### config.mk
export PLATFORM = sky130hd
export DESIGN_NAME = inst_prefetch_flat
export DESIGN_NICKNAME = d
export VERILOG_FILES = /design/src/rtl/scc_pkg.sv /design/src/rtl/inst_prefetch_if.sv /design/src/rtl/inst_fifo.sv /design/src/rtl/inst_prefetch.sv /design/src/flat_wrapper.sv
export SDC_FILE = /design/constraint.sdc
export NUM_CORES = 1
export LEC_CHECK = 0
export BUFFER_PORTS_ARGS = -buffer_cell sky130_fd_sc_hd__buf_2
export CELL_PAD_IN_SITES_DETAIL_PLACEMENT = 0
export CELL_PAD_IN_SITES_GLOBAL_PLACEMENT = 1
export CORE_UTILIZATION = 53
export DETAILED_ROUTE_END_ITERATION = 8
export PLACE_DENSITY = 0.94
export REMOVE_ABC_BUFFERS = 1
export SKIP_LAST_GASP = 1
export SYNTH_ARGS = -nofsm -noshare
export SYNTH_HDL_FRONTEND = slang
export SYNTH_SLANG_ARGS = --single-unit
### constraint.sdc
create_clock -name clk -period 5.6 [get_ports clk]
set_input_delay 0.84 -clock clk [delete_from_list [all_inputs] [get_ports clk]]
set_output_delay 0.84 -clock clk [all_outputs]
set_load 0.005 [all_outputs]
### src/rtl/scc_pkg.sv
// Shared widths, defaults and the FIFO entry type for the instruction
// prefetch path.
package scc_pkg;

    localparam int unsigned ADDR_W = 32;
    localparam int unsigned INST_W = 32;
    localparam logic [ADDR_W-1:0] PC_STEP = 32'd4;
    localparam logic [ADDR_W-1:0] RESET_PC_DFLT = 32'h0000_0000;

    typedef struct packed {
        logic [ADDR_W-1:0] pc;
        logic [INST_W-1:0] inst;
    } fetch_entry_t;

    // Instructions are word aligned; the low address bits are dropped.
    function automatic logic [ADDR_W-1:0] align_pc(input logic [ADDR_W-1:0] pc);
        return {pc[ADDR_W-1:2], 2'b00};
    endfunction

endpackage

### src/rtl/inst_prefetch_if.sv
// Instruction-memory read port, redirect request and fetch-stage handshake
// grouped as one bundle; master is the prefetch buffer.
interface inst_prefetch_if;
    import scc_pkg::*;

    logic [ADDR_W-1:0] in_mem_addr;
    logic              in_mem_en;
    logic [INST_W-1:0] in_mem;

    logic              redirect;
    logic [ADDR_W-1:0] redirect_pc;

    logic              inst_valid;
    logic [INST_W-1:0] inst;
    logic [ADDR_W-1:0] inst_pc;
    logic              inst_ready;

    modport master (
        output in_mem_addr,
        output in_mem_en,
        input  in_mem,
        input  redirect,
        input  redirect_pc,
        output inst_valid,
        output inst,
        output inst_pc,
        input  inst_ready
    );

    modport slave (
        input  in_mem_addr,
        input  in_mem_en,
        output in_mem,
        output redirect,
        output redirect_pc,
        input  inst_valid,
        input  inst,
        input  inst_pc,
        output inst_ready
    );

endinterface

### src/rtl/inst_fifo.sv
// Synchronous FIFO of {pc, inst} entries with push, pop, flush and occupancy.
// Flush wins over push/pop in the same cycle.
module inst_fifo import scc_pkg::*; #(
    parameter int unsigned DEPTH = 4,
    localparam int unsigned PTR_W = $clog2(DEPTH),
    localparam int unsigned CNT_W = $clog2(DEPTH + 1)
) (
    input  logic             clk,
    input  logic             reset,
    input  logic             push_i,
    input  fetch_entry_t     push_data_i,
    input  logic             pop_i,
    input  logic             flush_i,
    output fetch_entry_t     head_o,
    output logic             valid_o,
    output logic [CNT_W-1:0] count_o
);

    localparam logic [CNT_W-1:0] FULL_CNT = CNT_W'(DEPTH);

    if (DEPTH < 2 || (DEPTH & (DEPTH - 1)) != 0) begin : g_bad_depth
        $error("inst_fifo: DEPTH must be a power of two and at least 2");
    end

    fetch_entry_t     mem_q [DEPTH];
    logic [PTR_W-1:0] wr_ptr_q, wr_ptr_d;
    logic [PTR_W-1:0] rd_ptr_q, rd_ptr_d;
    logic [CNT_W-1:0] count_q, count_d;
    logic             do_push, do_pop;

    always_comb begin
        do_push  = push_i && !flush_i;
        do_pop   = pop_i && !flush_i && (count_q != '0);
        wr_ptr_d = wr_ptr_q;
        rd_ptr_d = rd_ptr_q;
        count_d  = count_q;
        if (flush_i) begin
            wr_ptr_d = '0;
            rd_ptr_d = '0;
            count_d  = '0;
        end else begin
            if (do_push) begin
                wr_ptr_d = wr_ptr_q + PTR_W'(1);
            end
            if (do_pop) begin
                rd_ptr_d = rd_ptr_q + PTR_W'(1);
            end
            if (do_push && !do_pop) begin
                count_d = count_q + CNT_W'(1);
            end else if (do_pop && !do_push) begin
                count_d = count_q - CNT_W'(1);
            end
        end
    end

    always_ff @(posedge clk or negedge reset) begin
        if (!reset) begin
            wr_ptr_q <= '0;
            rd_ptr_q <= '0;
            count_q  <= '0;
        end else begin
            wr_ptr_q <= wr_ptr_d;
            rd_ptr_q <= rd_ptr_d;
            count_q  <= count_d;
        end
    end

    // Storage needs no reset: entries are only visible while count_q covers them.
    always_ff @(posedge clk) begin
        if (do_push) begin
            mem_q[wr_ptr_q] <= push_data_i;
        end
    end

    always_comb begin
        head_o  = mem_q[rd_ptr_q];
        valid_o = (count_q != '0);
        count_o = count_q;
    end

    a_no_overflow : assert property (@(posedge clk) disable iff (!reset)
        !(do_push && !do_pop && count_q == FULL_CNT));

endmodule

### src/rtl/inst_prefetch.sv
// Instruction prefetch buffer: owns the fetch PC, streams sequential reads
// into a small FIFO under a credit check, and flushes on redirect.
module inst_prefetch import scc_pkg::*; #(
    parameter int unsigned       DEPTH    = 4,
    parameter logic [ADDR_W-1:0] RESET_PC = RESET_PC_DFLT
) (
    input logic            clk,
    input logic            reset,
    inst_prefetch_if.master bus
);

    localparam int unsigned CNT_W  = $clog2(DEPTH + 1);
    localparam int unsigned USED_W = CNT_W + 1;
    localparam logic [USED_W-1:0] CREDITS = USED_W'(DEPTH);

    logic [ADDR_W-1:0] fetch_pc_q, fetch_pc_d;
    logic [ADDR_W-1:0] in_flight_pc_q, in_flight_pc_d;
    logic              in_flight_q, in_flight_d;

    logic              issue, push, pop;
    logic [USED_W-1:0] used;
    fetch_entry_t      push_data, head;
    logic              fifo_valid;
    logic [CNT_W-1:0]  count;

    // Queued plus in-flight words must fit, so a returning read always has a slot.
    always_comb begin
        used      = {1'b0, count} + {{CNT_W{1'b0}}, in_flight_q};
        issue     = !bus.redirect && (used < CREDITS);
        push      = in_flight_q && !bus.redirect;
        pop       = fifo_valid && bus.inst_ready && !bus.redirect;
        push_data = '{pc: in_flight_pc_q, inst: bus.in_mem};

        fetch_pc_d     = fetch_pc_q;
        in_flight_pc_d = in_flight_pc_q;
        in_flight_d    = issue;
        if (bus.redirect) begin
            fetch_pc_d = align_pc(bus.redirect_pc);
        end else if (issue) begin
            fetch_pc_d     = fetch_pc_q + PC_STEP;
            in_flight_pc_d = fetch_pc_q;
        end
    end

    always_ff @(posedge clk or negedge reset) begin
        if (!reset) begin
            fetch_pc_q     <= RESET_PC;
            in_flight_q    <= 1'b0;
            in_flight_pc_q <= '0;
        end else begin
            fetch_pc_q     <= fetch_pc_d;
            in_flight_q    <= in_flight_d;
            in_flight_pc_q <= in_flight_pc_d;
        end
    end

    inst_fifo #(
        .DEPTH (DEPTH)
    ) u_fifo (
        .clk         (clk),
        .reset       (reset),
        .push_i      (push),
        .push_data_i (push_data),
        .pop_i       (pop),
        .flush_i     (bus.redirect),
        .head_o      (head),
        .valid_o     (fifo_valid),
        .count_o     (count)
    );

    // The read strobe is held off combinationally while reset is asserted.
    always_comb begin
        bus.in_mem_addr = fetch_pc_q;
        bus.in_mem_en   = issue && reset;
        bus.inst_valid  = fifo_valid;
        bus.inst        = fifo_valid ? head.inst : '0;
        bus.inst_pc     = fifo_valid ? head.pc : '0;
    end

endmodule

### src/flat_wrapper.sv
// flat-port wrapper written by rule: the top's interface ports become plain ports
module inst_prefetch_flat import scc_pkg::*;
#(
    parameter int unsigned       DEPTH    = 4,
    parameter logic [ADDR_W-1:0] RESET_PC = RESET_PC_DFLT
)
  (clk, reset, bus_in_mem_addr, bus_in_mem_en, bus_in_mem, bus_redirect, bus_redirect_pc, bus_inst_valid, bus_inst, bus_inst_pc, bus_inst_ready);
  inst_prefetch_if bus_i ();
  input logic clk;
  input logic reset;
  output wire logic [$bits(bus_i.in_mem_addr)-1:0] bus_in_mem_addr;
  output wire logic [$bits(bus_i.in_mem_en)-1:0] bus_in_mem_en;
  input wire logic [$bits(bus_i.in_mem)-1:0] bus_in_mem;
  input wire logic [$bits(bus_i.redirect)-1:0] bus_redirect;
  input wire logic [$bits(bus_i.redirect_pc)-1:0] bus_redirect_pc;
  output wire logic [$bits(bus_i.inst_valid)-1:0] bus_inst_valid;
  output wire logic [$bits(bus_i.inst)-1:0] bus_inst;
  output wire logic [$bits(bus_i.inst_pc)-1:0] bus_inst_pc;
  input wire logic [$bits(bus_i.inst_ready)-1:0] bus_inst_ready;
  assign bus_in_mem_addr = bus_i.in_mem_addr;
  assign bus_in_mem_en = bus_i.in_mem_en;
  assign bus_i.in_mem = bus_in_mem;
  assign bus_i.redirect = bus_redirect;
  assign bus_i.redirect_pc = bus_redirect_pc;
  assign bus_inst_valid = bus_i.inst_valid;
  assign bus_inst = bus_i.inst;
  assign bus_inst_pc = bus_i.inst_pc;
  assign bus_i.inst_ready = bus_inst_ready;
  inst_prefetch #(.DEPTH(DEPTH), .RESET_PC(RESET_PC)) u_core (.clk(clk), .reset(reset), .bus(bus_i));
endmodule
== Yosys cells after proc, flatten, opt, wreduce, memory -nomap -nowiden ==
Memories as Yosys holds them, arrays and structs flattened.
Cells that the tools add are included.

* Bits in registers: 72
* Bits in latches: 0
* RAM bits: 256
* Memory bits (read-only): 0
* Input bits: 68
* Output and inout bits: 98
* Word-level logic and storage cells: 47
* Memories: 1

{| class="wikitable"
|+ Memories
! memory !! depth !! bits a word !! rd ports !! clocked after Yosys merged registers in !! write ports !! line !! RTL
|-
| u_core.u_fifo.mem_q || 4 || 64 || 1 || 0 || 1 || inst_fifo.sv:25 || <nowiki>fetch_entry_t mem_q [DEPTH];</nowiki>
|}

* Add/sub/neg operators: 6
* $mul: 0
* Divide/modulo/power cells: 0
* $lt $le $gt $ge: 1
* Equality and inequality tests: 0
* Shifts and indexed selects: 0
* Multiplexer cells: 13
* Bitwise logic cells: 1
* Reductions and logical operators: 19

{| class="wikitable"
|+ Operator list
! cell !! number
|-
| $mux W32 || 4
|-
| $add A32 B3 Y32 const B || 1
|-
| $logic_and A1 B1 Y1 || 10
|-
| $mux W3 || 3
|-
| $mux W2 || 4
|-
| $reduce_bool A2 Y1 || 3
|-
| $reduce_bool A3 Y1 || 2
|-
| $add A2 B1 Y2 const B || 2
|-
| $add A3 B1 Y4 || 1
|-
| $lt A4 B3 Y1 const B || 1
|-
| $add A3 B1 Y3 const B || 1
|-
| $logic_not A1 Y1 || 3
|-
| $sub A3 B1 Y3 const B || 1
|-
| $mux W1 || 2
|-
| $reduce_and A2 Y1 || 1
|-
| $not A1 Y1 || 1
|}

== Depth between registers and ports, before layout ==
Gate-level depths: netlist (run 1).

* Depth after elaboration: 9
* Gate-level depth with buffers: 8
* Gate-level depth less buffers: 7

== By module ==
A second synthesis (run 1) with hierarchy kept.

* Cells, all modules: 735
* Area total of the unflattened synthesis: 13,092.6 µm²

{| class="wikitable"
|+ By module, submodules not included
! module !! instances !! cells an instance !! area each (µm²) !! seq. area each (µm²)
|-
| inst_fifo || 1 || 392 || 9,750.6 || 7,862.5
|-
| inst_prefetch || 1 || 343 || 3,342.0 || 1,526.5
|}

== Worst setup path after synthesis (run 1) ==
OpenSTA, ideal clock, no wires.

* Kind: input to register
* Start point: input bus_redirect
* End point: memory u_core.u_fifo.mem_q[0][0] (netlist bit) (enable)
* Arrival: 2.710 ns
* Setup slack: 2.464 ns
* Stages: 3
* Cells stage by stage: clkbuf_1 -> nor2b_1 -> and2_1

* Cells in the longest elaborated chain, start to end: 5

{| class="wikitable"
|+ Ends and longest elaborated chain
! what !! line !! RTL
|-
| start, declared || flat_wrapper.sv:14 || <nowiki>input wire logic [$bits(bus_i.redirect)-1:0] bus_redirect;</nowiki>
|-
| $logic_not A1 Y1 (*) || inst_fifo.sv:32, inst_prefetch.sv:30 ||
|-
| $logic_and A1 B1 Y1 || inst_prefetch.sv:30 || <nowiki>push = in_flight_q && !bus.redirect;</nowiki>
|-
| $logic_and A1 B1 Y1 (*) || inst_fifo.sv:32 || <nowiki>do_push = push_i && !flush_i;</nowiki>
|-
| $mux W1 (*) || inst_fifo.sv:70 || <nowiki>if (do_push) begin</nowiki>
|-
| $mux W1 (not written as such) (*) || inst_fifo.sv:71 || <nowiki>mem_q[wr_ptr_q] <= push_data_i;</nowiki>
|-
| end, declared || inst_fifo.sv:25 ||
|}

Mark *: on every way between the ends. The rest lies on a longest branch, timed or not.

== Final worst setup path (run 1) ==
* Start point: register u_core.u_fifo.rd_ptr_q[0]
* End point: output bus_inst[9]

* Cells in the longest elaborated chain, start to end: 2

{| class="wikitable"
|+ Ends and longest elaborated chain
! what !! line !! RTL
|-
| start, declared || inst_fifo.sv:27 || <nowiki>logic [PTR_W-1:0] rd_ptr_q, rd_ptr_d;</nowiki>
|-
| start signal, assigned || inst_fifo.sv:63 || <nowiki>rd_ptr_q <= rd_ptr_d;</nowiki>
|-
| $mem_v2 Z4 W64 || - ||
|-
| $mux W32 || inst_prefetch.sv:76 || <nowiki>bus.inst = fifo_valid ? head.inst : '0;</nowiki>
|-
| end, declared || flat_wrapper.sv:17 || <nowiki>output wire logic [$bits(bus_i.inst)-1:0] bus_inst;</nowiki>
|}

Every way passes these cells.

==> flow_metrics.py, run 1 <==
metrics = {
    "cells_and_area": {
        "seqCellArea_sq_um": 9160,
        "final_common_cell": "edfxtp_1",
        "stdcell_count": 1211,
        "layout-drive-gt1-share_pct": 34.8,
        "fin_nets": 942,
        "n_fill_cell": 1714,
        "multi_input_area_sq_um": 3340,
        "layout_common_cells": "edfxtp_1 (248), buf_2 (158), and2_1 (66), dfrtp_1 (66), mux4_2 (62)",
        "syn_to_final_growth_pct": 16.0,
        "diodes": 0,
    },
    "clocking": {
        "insertion_delay_ns": 0.55,
        "cts_made_buffers": 30,
        "cts_max_path_buffers": 3,
        "htreeDepth": 1,
        "post_cts_resize_count": 0,
        "cts_tree": "built",
        "cts.sinks": 316,
        "ctsHoldBuffers": 0,
        "cts-root-buf": "clkbuf_16",
        "post-cts-setup-buffer-count": 0,
        "clkTransAtPathRegs_ns": 0.06,
    },
    "run_status": {
        "status": "finished, final reports clean",
    },
    "synthesis": {
        "synth_cells": 714,
        "netlist_top_cells_area": "edfxtp_1 (59%), dfrtp_1 (13%), mux4_2 (11%), and2_1 (3.4%), mux2_2 (2.7%)",
        "ys_ff_latch": 316,
        "ys_seq_area_share_pct": 72.1,
        "syn_avg_cell_area_sq_um": 17.8,
        "synth.distinct_cells": 42,
        "ys.flop_type": "edfxtp_1",
        "synth-async-reset-ratio_pct": 21.5,
        "synth_edf_count": 248,
        "synth_area_sq_um": 12700,
        "ys.warnings.count": 0,
        "yosys.area.top_type": "edfxtp_1",
        "synth_top_area_share_pct": 58.7,
    },
    "sta": {
        "worst_pin_slew_ns": 1.07,
        "rsz0062_at_grt": "false",
        "drv_slew": 0,
        "fin_tns_setup_ns": 0,
        "fmax_mhz": 282,
        "hold_viol_final": 0,
        "fin_crit_ns": 3.55,
        "skew_ns": 0.00958,
        "finalCritPeriodShare_pct": 63.3,
        "slew-limit-headroom_pct": 28.4,
        "setup_violations": 0,
    },
    "power": {
        "p_leak_nw": 5.21,
        "power_density_nw_per_um2": 454,
        "ir_worst_vdd_mv": 0.216,
    },
    "critical_path": {
        "cp_slowest_stage_delay_ns": 0.75,
        "critPathKind": "register to output port",
        "critical_path.slowest_cell": "dfrtp_4",
        "cp_top_family": "flip-flops",
        "r2r_start": "u_core.bus.in_mem_addr[12]",
        "worstPathMaxFanout": 23,
        "cp.required_ns": 4.76,
        "path_cells": "buf_4, mux4_2, and2_1, buf_2",
        "startpoint_type": "register",
        "crit_arrival_ns": 2.71,
        "end_kind": "output port",
        "reg2reg_depth": 4,
        "cp.buffers_inverters": 2,
        "rrSetupSlack_ns": 2.87,
        "cp-startpoint": "u_core.u_fifo.rd_ptr_q[0]",
        "path_depth": 4,
    },
    "route": {
        "drt_iter0_markers": 403,
        "viasPerCell": 5.56,
        "postRouteAntennaNets": 0,
        "wl_um": 24000,
        "routedWlPerCell_um": 19.9,
        "via_count": 6731,
        "dr.pass1.iters": 4,
        "drcViolationCount": 0,
    },
    "die": {
        "core_sq_um": 23500,
        "io_pins": 166,
        "die_h_um": 157,
        "num_rows": 56,
        "start_util_pct": 54.1,
        "die_w_um": 157,
        "dieArea_sq_um": 24600,
    },
    "global_routing": {
        "grt_pass1_vias": 6885,
        "antenna_found_initial": 0,
        "top_usage_layer": "met2",
        "grt_max_degree": 70,
        "met2_usage_pct": 34.1,
        "track_usage_pct": 20.2,
        "met1_usage_pct": 27.7,
        "grt_first_pass_wirelength_um": 37300,
        "grt-ovfl-total": 0,
        "grtUsageMet3_pct": 3.21,
    },
    "placement": {
        "hpwlAfterDp_um": 13900,
        "dp.cells": 1155,
        "gp_congestion": 0.741,
        "io_buffers": 159,
    },
    "job": {
        "cap_violations": 0,
    },
    "worst_hold_path": {
        "hold_path.class": "primary input to async pin",
    },
}
## logic make-up after synthesis
kind of cell,synth area share [%]
other cells,0.0295
compound gates,2.63
buf+inv,1.85
flops,72.1
mux,13.9
fa+ha+maj,0.651
xor+xnor,1.03
simple gates,7.83
## metrics by stage
stage	cell area (sq um)	hold WS (ns)	setup WS [ns]	util (%)	total power, W
after floorplan	12500	0.472	1.42	-	0.00418
after global placement	13800	0.486	2.59	58.6	0.00478
after detailed placement	13800	0.498	2.55	58.6	0.00483
after CTS	14700	0.450	1.96	62.7	0.00677
after global routing	14700	0.481	1.86	62.7	0.00703
final	14700	0.419	2.05	62.7	0.00669
## layer usage
metal	wire, um	share of wire (%)	vias up
li1	-	-	3100
met1	9900	41	3401
met2	12300	51	204
met3	1510	6.3	26
met4	333	1.4	0
met5	0	0	-
## sequential cells by signal, indices dropped and copies added (netlist names)
register	count
u_core.u_fifo.count_o	3
u_core.u_fifo.wr_ptr_q	2
u_core.in_flight_pc_q	30
u_core.u_fifo.rd_ptr_q	2
u_core.in_flight_q	1
u_core.u_fifo.mem_q	248
u_core.bus.in_mem_addr	30
## final timing paths
path	endpoint
worst max register to register	u_core.bus.in_mem_addr[27]
worst min-delay path	u_core.in_flight_pc_q[8]
worst min register to register	u_core.u_fifo.mem_q[0][55]
max in group asynchronous	u_core.u_fifo.rd_ptr_q[1]
min in group clk	u_core.bus.in_mem_addr[12]
worst max-delay path	bus_inst[9]
## worst register-to-register path: stages (launching register included)
cell and delay [ns]:
dfrtp_1 0.52, and4_1 0.34, nand4_1 0.80, or4_1 0.80, a31oi_1 0.19
## synth_stat cells, types with 5 or more instances
cell type,count
a31oi_1,17
and2_1,70
buf_1,6
clkbuf_1,29
dfrtp_1,68
edfxtp_1,248
ha_1,5
inv_1,7
mux2_2,30
mux4_2,62
nand2_1,23
nand3_1,10
nand4_1,9
nor2_1,27
o21ai_0,16
o31ai_1,11
or3_1,6
or4_1,13
xnor2_1,11
## where the power goes
part	leakage [nW]	internal (W)	total (W)	switching (W)
clock network	0.470	0.00111	0.00194	0.000826
registers	3.04	0.00294	0.00323	0.000293
logic	1.70	0.000822	0.00152	0.000696
total	5.21	0.00487	0.00669	0.00181
## final cells by class
type	count	area share, %
sequential	316	62.2
multi-input combinational	349	22.7
clock buffer	42	5.81
timing repair buffer	163	5.63
tap	319	2.71
clock inverter	14	0.773
inverter	8	0.204
Note: power is estimated with default switching activity, not from simulation.
==> run 2, diff against run 1 <==
--- a/config.mk
+++ b/config.mk
@@ -8,9 +8,9 @@
 export BUFFER_PORTS_ARGS = -buffer_cell sky130_fd_sc_hd__buf_2
 export CELL_PAD_IN_SITES_DETAIL_PLACEMENT = 0
 export CELL_PAD_IN_SITES_GLOBAL_PLACEMENT = 1
-export CORE_UTILIZATION = 53
+export CORE_UTILIZATION = 49
 export DETAILED_ROUTE_END_ITERATION = 8
-export PLACE_DENSITY = 0.94
+export PLACE_DENSITY = 0.88
 export REMOVE_ABC_BUFFERS = 1
 export SKIP_LAST_GASP = 1
 export SYNTH_ARGS = -nofsm -noshare
==> constraint.sdc (replaced) <==
create_clock -name clk -period 3.71 [get_ports clk]
set_input_delay 0.5565 -clock clk [delete_from_list [all_inputs] [get_ports clk]]
set_output_delay 0.5565 -clock clk [all_outputs]
set_load 0.005 [all_outputs]
==> flow_metrics.py, run 2 (same netlist as run 1, synthesis figures left out) <==
metrics = {
    "cells_and_area": {
        "final_common_cell": "edfxtp_1",
        "layout_common_cells": "edfxtp_1 (248), buf_2 (158), and2_1 (66), dfrtp_1 (66), mux4_2 (62)",
        "final_util_pct": 58.7,
        "layout-drive-gt1-share_pct": 35.6,
        "max_flop_register": "u_core.u_fifo.mem_q",
        "diodes": 0,
        "largest_reg_flops": 248,
        "fin_nets": 955,
        "syn_to_final_growth_pct": 17.2,
        "n_fill_cell": 1905,
    },
    "global_routing": {
        "antenna_found_initial": 0,
        "grt_max_degree": 69,
        "grt_pass1_vias": 6937,
        "grt_first_pass_wirelength_um": 38700,
        "grt-ovfl-total": 0,
        "track_usage_pct": 19.3,
    },
    "die": {
        "start_util_pct": 50.1,
        "io_pins": 166,
        "dieArea_sq_um": 26600,
        "core_sq_um": 25300,
        "die_w_um": 163,
        "die_h_um": 163,
        "num_rows": 58,
    },
    "clocking": {
        "htreeDepth": 1,
        "clkTransAtPathRegs_ns": 0.06,
        "insertion_delay_ns": 0.54,
        "post_cts_resize_count": 0,
        "cts_made_buffers": 31,
        "cts_tree": "built",
        "post-cts-setup-buffer-count": 0,
        "cts-root-buf": "clkbuf_16",
        "cts.sinks": 316,
        "cts_max_path_buffers": 3,
        "ctsHoldBuffers": 0,
    },
    "sta": {
        "hold_viol_final": 0,
        "finalCritPeriodShare_pct": 80.2,
        "fin_tns_setup_ns": 0,
        "fmax_mhz": 336,
        "setup_violations": 0,
        "worst_pin_slew_ns": 1.00,
        "fin_crit_ns": 2.98,
        "drv_slew": 0,
        "rsz0062_at_grt": "false",
        "slew-limit-headroom_pct": 33.3,
        "skew_ns": 0.00780,
        "fin_hold_ws_ns": 0.222,
    },
    "power": {
        "switching_share_pct": 27.1,
        "combPwrFrac_pct": 23.7,
        "power_density_nw_per_um2": 686,
        "p_seq_share_pct": 47.2,
        "p_leak_nw": 5.28,
        "p_clk_share_pct": 29.0,
        "p_total_w": 0.0102,
        "p_sw_w": 0.00277,
        "ir_worst_vdd_mv": 0.350,
        "intPower_w": 0.00743,
    },
    "route": {
        "wl_um": 24900,
        "postRouteAntennaNets": 0,
        "routedWlPerCell_um": 20.2,
        "dr.pass1.iters": 5,
        "viasPerCell": 5.54,
        "via_count": 6843,
        "wl_met2_um": 12900,
        "drt_iter0_markers": 522,
        "met1_length_um": 10300,
        "drcViolationCount": 0,
        "wl_met3_um": 1210,
        "routed.top_layer": "met4",
    },
    "job": {
        "cap_violations": 0,
    },
    "critical_path": {
        "critPathKind": "register to output port",
        "end_kind": "output port",
        "crit_arrival_ns": 2.42,
        "cp.required_ns": 3.15,
        "worstPathMaxFanout": 45,
        "startpoint_type": "register",
    },
    "worst_hold_path": {
        "hold_path.class": "primary input to register",
    },
    "placement": {
        "hpwlAfterDp_um": 14800,
        "io_buffers": 159,
        "gp_congestion": 0.743,
    },
    "run_status": {
        "status": "finished, final reports clean",
    },
}
==> run 2: changes by cell type in the layout (fill, tap and decap cells not counted) <==
cell	change
clkinv_4	-1
clkbuf_8	-2
clkbuf_1	+1
clkbuf_16	+2
clkinv_8	-1
buf_12	+3
clkinv_2	+2
buf_4	+9
==> run 2: power groups by stage <==
stage	clock network [W]	logic (W)	registers (W)
after detailed placement	0	0.00248	0.00489
after floorplan	0	0.00142	0.00489
after global placement	0	0.00245	0.00485
after CTS	0.00303	0.00249	0.00482
after global routing	0.00316	0.00269	0.00488
final	0.00296	0.00242	0.00482
==> run 2: worst paths after layout <==
check | startpoint | end | slack (ns) | cells after the start
min reg2reg | u_core.in_flight_pc_q[27] | u_core.u_fifo.mem_q[3][59] | 0.51 | 0
min in group asynchronous | reset | u_core.in_flight_pc_q[5] | 0.25 | 2
min | bus_redirect_pc[4] | u_core.bus.in_mem_addr[4] | 0.22 | 3
max | u_core.u_fifo.count_o[1] | bus_inst[30] | 0.73 | 4
max in group asynchronous | reset | u_core.u_fifo.rd_ptr_q[0] | 2.80 | 2
max reg2reg | u_core.in_flight_q | u_core.bus.in_mem_addr[31] | 1.04 | 4
==> run 2: per-layer routing <==
metal | up-vias | GRT usage, %
met3 | 42 | 2.37
li1 | 3122 | -
met2 | 203 | 34.2
met5 | - | 0
met1 | 3476 | 25.3
met4 | 0 | 5.14
==> run 2: per-stage QoR <==
step | cells | area [sq um] | setup WS (ns)
2_1_floorplan | 673 | 12500 | -0.188
3_3_place_gp | 1178 | 13900 | 1.09
3_5_place_dp | 1178 | 13900 | 1.00
4_1_cts | 1235 | 14900 | 0.665
5_1_grt | 1235 | 14900 | 0.611
6_report | 1235 | 14900 | 0.733
==> run 2: critical path, stage by stage (launching register included) <==
cell     delay, ns
dfrtp_1       0.43
or3_2         0.72
buf_4         0.37
and2_1        0.22
buf_2         0.12
==> run 2: final cells by class <==
type                    count  area, sq um  area share (%)
clock inverters            14         98.8           0.664
clock buffers              43          882            5.93
well taps                 330          413            2.78
inverters                   8         30.0           0.202
flip-flops and latches    316         9160            61.6
repair buffers            175          956            6.43
multi-input cells         349         3340            22.4
==> run 3, diff against run 2 <==
--- a/config.mk
+++ b/config.mk
@@ -8,9 +8,9 @@
 export BUFFER_PORTS_ARGS = -buffer_cell sky130_fd_sc_hd__buf_2
 export CELL_PAD_IN_SITES_DETAIL_PLACEMENT = 0
 export CELL_PAD_IN_SITES_GLOBAL_PLACEMENT = 1
-export CORE_UTILIZATION = 49
+export CORE_UTILIZATION = 44
 export DETAILED_ROUTE_END_ITERATION = 8
-export PLACE_DENSITY = 0.88
+export PLACE_DENSITY = 0.84
 export REMOVE_ABC_BUFFERS = 1
 export SKIP_LAST_GASP = 1
 export SYNTH_ARGS = -nofsm -noshare
==> constraint.sdc (replaced) <==
create_clock -name clk -period 2.4 [get_ports clk]
set_input_delay 0.36 -clock clk [delete_from_list [all_inputs] [get_ports clk]]
set_output_delay 0.36 -clock clk [all_outputs]
set_load 0.005 [all_outputs]
==> flow_metrics.py, run 3 (same netlist as run 1, synthesis figures left out) <==
metrics = {
    "route": {
        "dr.pass1.iters": 5,
        "drcViolationCount": 0,
        "postRouteAntennaNets": 0,
        "via_count": 7062,
        "wl_um": 27600,
        "drt_iter0_markers": 473,
        "routedWlPerCell_um": 20.7,
        "viasPerCell": 5.29,
    },
    "cells_and_area": {
        "layout-drive-gt1-share_pct": 43.9,
        "max_flop_register": "u_core.u_fifo.mem_q",
        "largest_reg_flops": 248,
        "final_util_pct": 57.3,
        "final_cell_area_sq_um": 16100,
        "syn_to_final_growth_pct": 26.8,
        "final_common_cell": "edfxtp_1",
        "diodes": 0,
        "fin_nets": 1005,
        "layout_common_cells": "edfxtp_1 (248), buf_2 (117), dfrtp_1 (66), mux4_2 (62), and2_4 (50)",
    },
    "placement": {
        "hpwlAfterDp_um": 17000,
        "io_buffers": 159,
        "gp_congestion": 0.739,
        "placedInstanceArea_sq_um": 14300,
    },
    "critical_path": {
        "critPathKind": "register to output port",
        "end_kind": "output port",
        "crit_arrival_ns": 2.09,
        "cp.required_ns": 2.04,
        "startpoint_type": "register",
        "worstPathMaxFanout": 6,
        "reg2reg_depth": 5,
    },
    "clocking": {
        "clkTransAtPathRegs_ns": 0.06,
        "cts_tree": "built",
        "htreeDepth": 2,
        "cts_made_buffers": 34,
        "cts-root-buf": "clkbuf_16",
        "cts_max_path_buffers": 3,
        "cts.sinks": 316,
        "insertion_delay_ns": 0.51,
    },
    "sta": {
        "hold_viol_final": 0,
        "layout_setup_ws_ns": -0.0458,
        "fin_crit_ns": 2.45,
        "drv_slew": 0,
        "skew_ns": 0.0206,
        "rsz0062_at_grt": "true",
        "setup_violations": 19,
        "fmax_mhz": 409,
        "finalCritPeriodShare_pct": 102,
        "fin_tns_setup_ns": -0.289,
    },
    "worst_hold_path": {
        "min_delay_path_depth": 3,
        "hold_path.class": "primary input to register",
    },
    "run_status": {
        "violations": "setup timing",
        "status": "finished, violations left",
    },
    "job": {
        "cap_violations": 0,
    },
    "global_routing": {
        "met2_usage_pct": 31.3,
        "top_usage_layer": "met2",
        "grtUsageMet3_pct": 3.80,
        "grt_first_pass_wirelength_um": 41700,
        "antenna_found_initial": 0,
        "grt_max_degree": 35,
        "grt-ovfl-total": 0,
        "track_usage_pct": 19.1,
        "grt_pass1_vias": 7263,
        "met1_usage_pct": 26.4,
    },
    "power": {
        "p_leak_nw": 5.81,
        "switching_share_pct": 26.6,
        "power_density_nw_per_um2": 1130,
        "intPower_w": 0.0133,
        "p_seq_share_pct": 40.6,
        "combPwrFrac_pct": 31.4,
        "ir_worst_vdd_mv": 0.510,
        "p_clk_share_pct": 28.0,
        "p_sw_w": 0.00483,
    },
    "die": {
        "die_h_um": 172,
        "io_pins": 166,
        "core_sq_um": 28100,
        "dieArea_sq_um": 29500,
        "die_w_um": 172,
        "num_rows": 61,
        "start_util_pct": 45.2,
    },
}
## run 3: final cells by class
| type | count | area, sq um |
|---|---|---|
| Fill cell | 2206 | 12000 |
| Sequential cell | 316 | 9160 |
| Multi-Input combinational cell | 349 | 3460 |
| Timing Repair Buffer | 222 | 1880 |
| Clock buffer | 46 | 957 |
| Tap cell | 378 | 473 |
| Clock inverter | 15 | 139 |
| Inverter | 8 | 30.0 |
## run 3: worst paths after layout
check	startpoint	endpoint	slack, ns
hold reg to reg	u_core.in_flight_pc_q[29]	u_core.u_fifo.mem_q[2][61]	0.50
max in group asynchronous	reset	u_core.in_flight_pc_q[28]	1.42
min in group asynchronous	reset	u_core.bus.in_mem_addr[6]	0.29
setup reg to reg	u_core.u_fifo.count_o[1]	u_core.bus.in_mem_addr[24]	0.17
hold / removal	bus_redirect_pc[3]	u_core.bus.in_mem_addr[3]	0.06
setup / recovery	u_core.u_fifo.rd_ptr_q[0]	bus_inst_pc[30]	-0.05
## run 3: worst max-delay path, cell delays in order (launching register included)
cell,delay (ns)
dfrtp_4,0.47
buf_6,0.15
buf_12,0.13
mux4_2,0.55
and2_4,0.17
buf_6,0.11
## run 3: metrics by stage
step | power, W | setup slack [ns] | hold slack (ns) | instances
4_1_cts | 0.0175 | -0.110 | 0.0481 | 1334
3_5_place_dp | 0.0117 | 0.219 | 0.275 | 1256
5_1_grt | 0.0190 | -0.0948 | 0.0496 | 1334
2_1_floorplan | 0.00976 | -1.30 | 0.0644 | 673
6_report | 0.0181 | -0.0458 | 0.0647 | 1334
3_3_place_gp | 0.0116 | 0.228 | 0.271 | 1256
## run 3: metal layers
metal	part of all wire, %	up-vias
li1	-	3229
met1	45	3615
met2	49	193
met3	4.9	25
met4	1.3	0
met5	0	-
## run 3: timing repair
item                                   4_1_cts  5_1_grt
setup endpoints to repair                   63       61
setup buffers                               11        1
pin swaps                                   19       19
gates cloned                                 5        1
gates resized for setup                     25       81
endpoints found under the hold margin       19        0
hold buffers                                 1        0
## run 3: power by group through the flow
stage	Sequential [W]	Clock, W	Combinational (W)
2_1_floorplan	0.00756	0	0.00220
3_3_place_gp	0.00746	0	0.00410
3_5_place_dp	0.00753	0	0.00413
4_1_cts	0.00736	0.00517	0.00497
5_1_grt	0.00745	0.00538	0.00618
6_report	0.00736	0.00508	0.00569
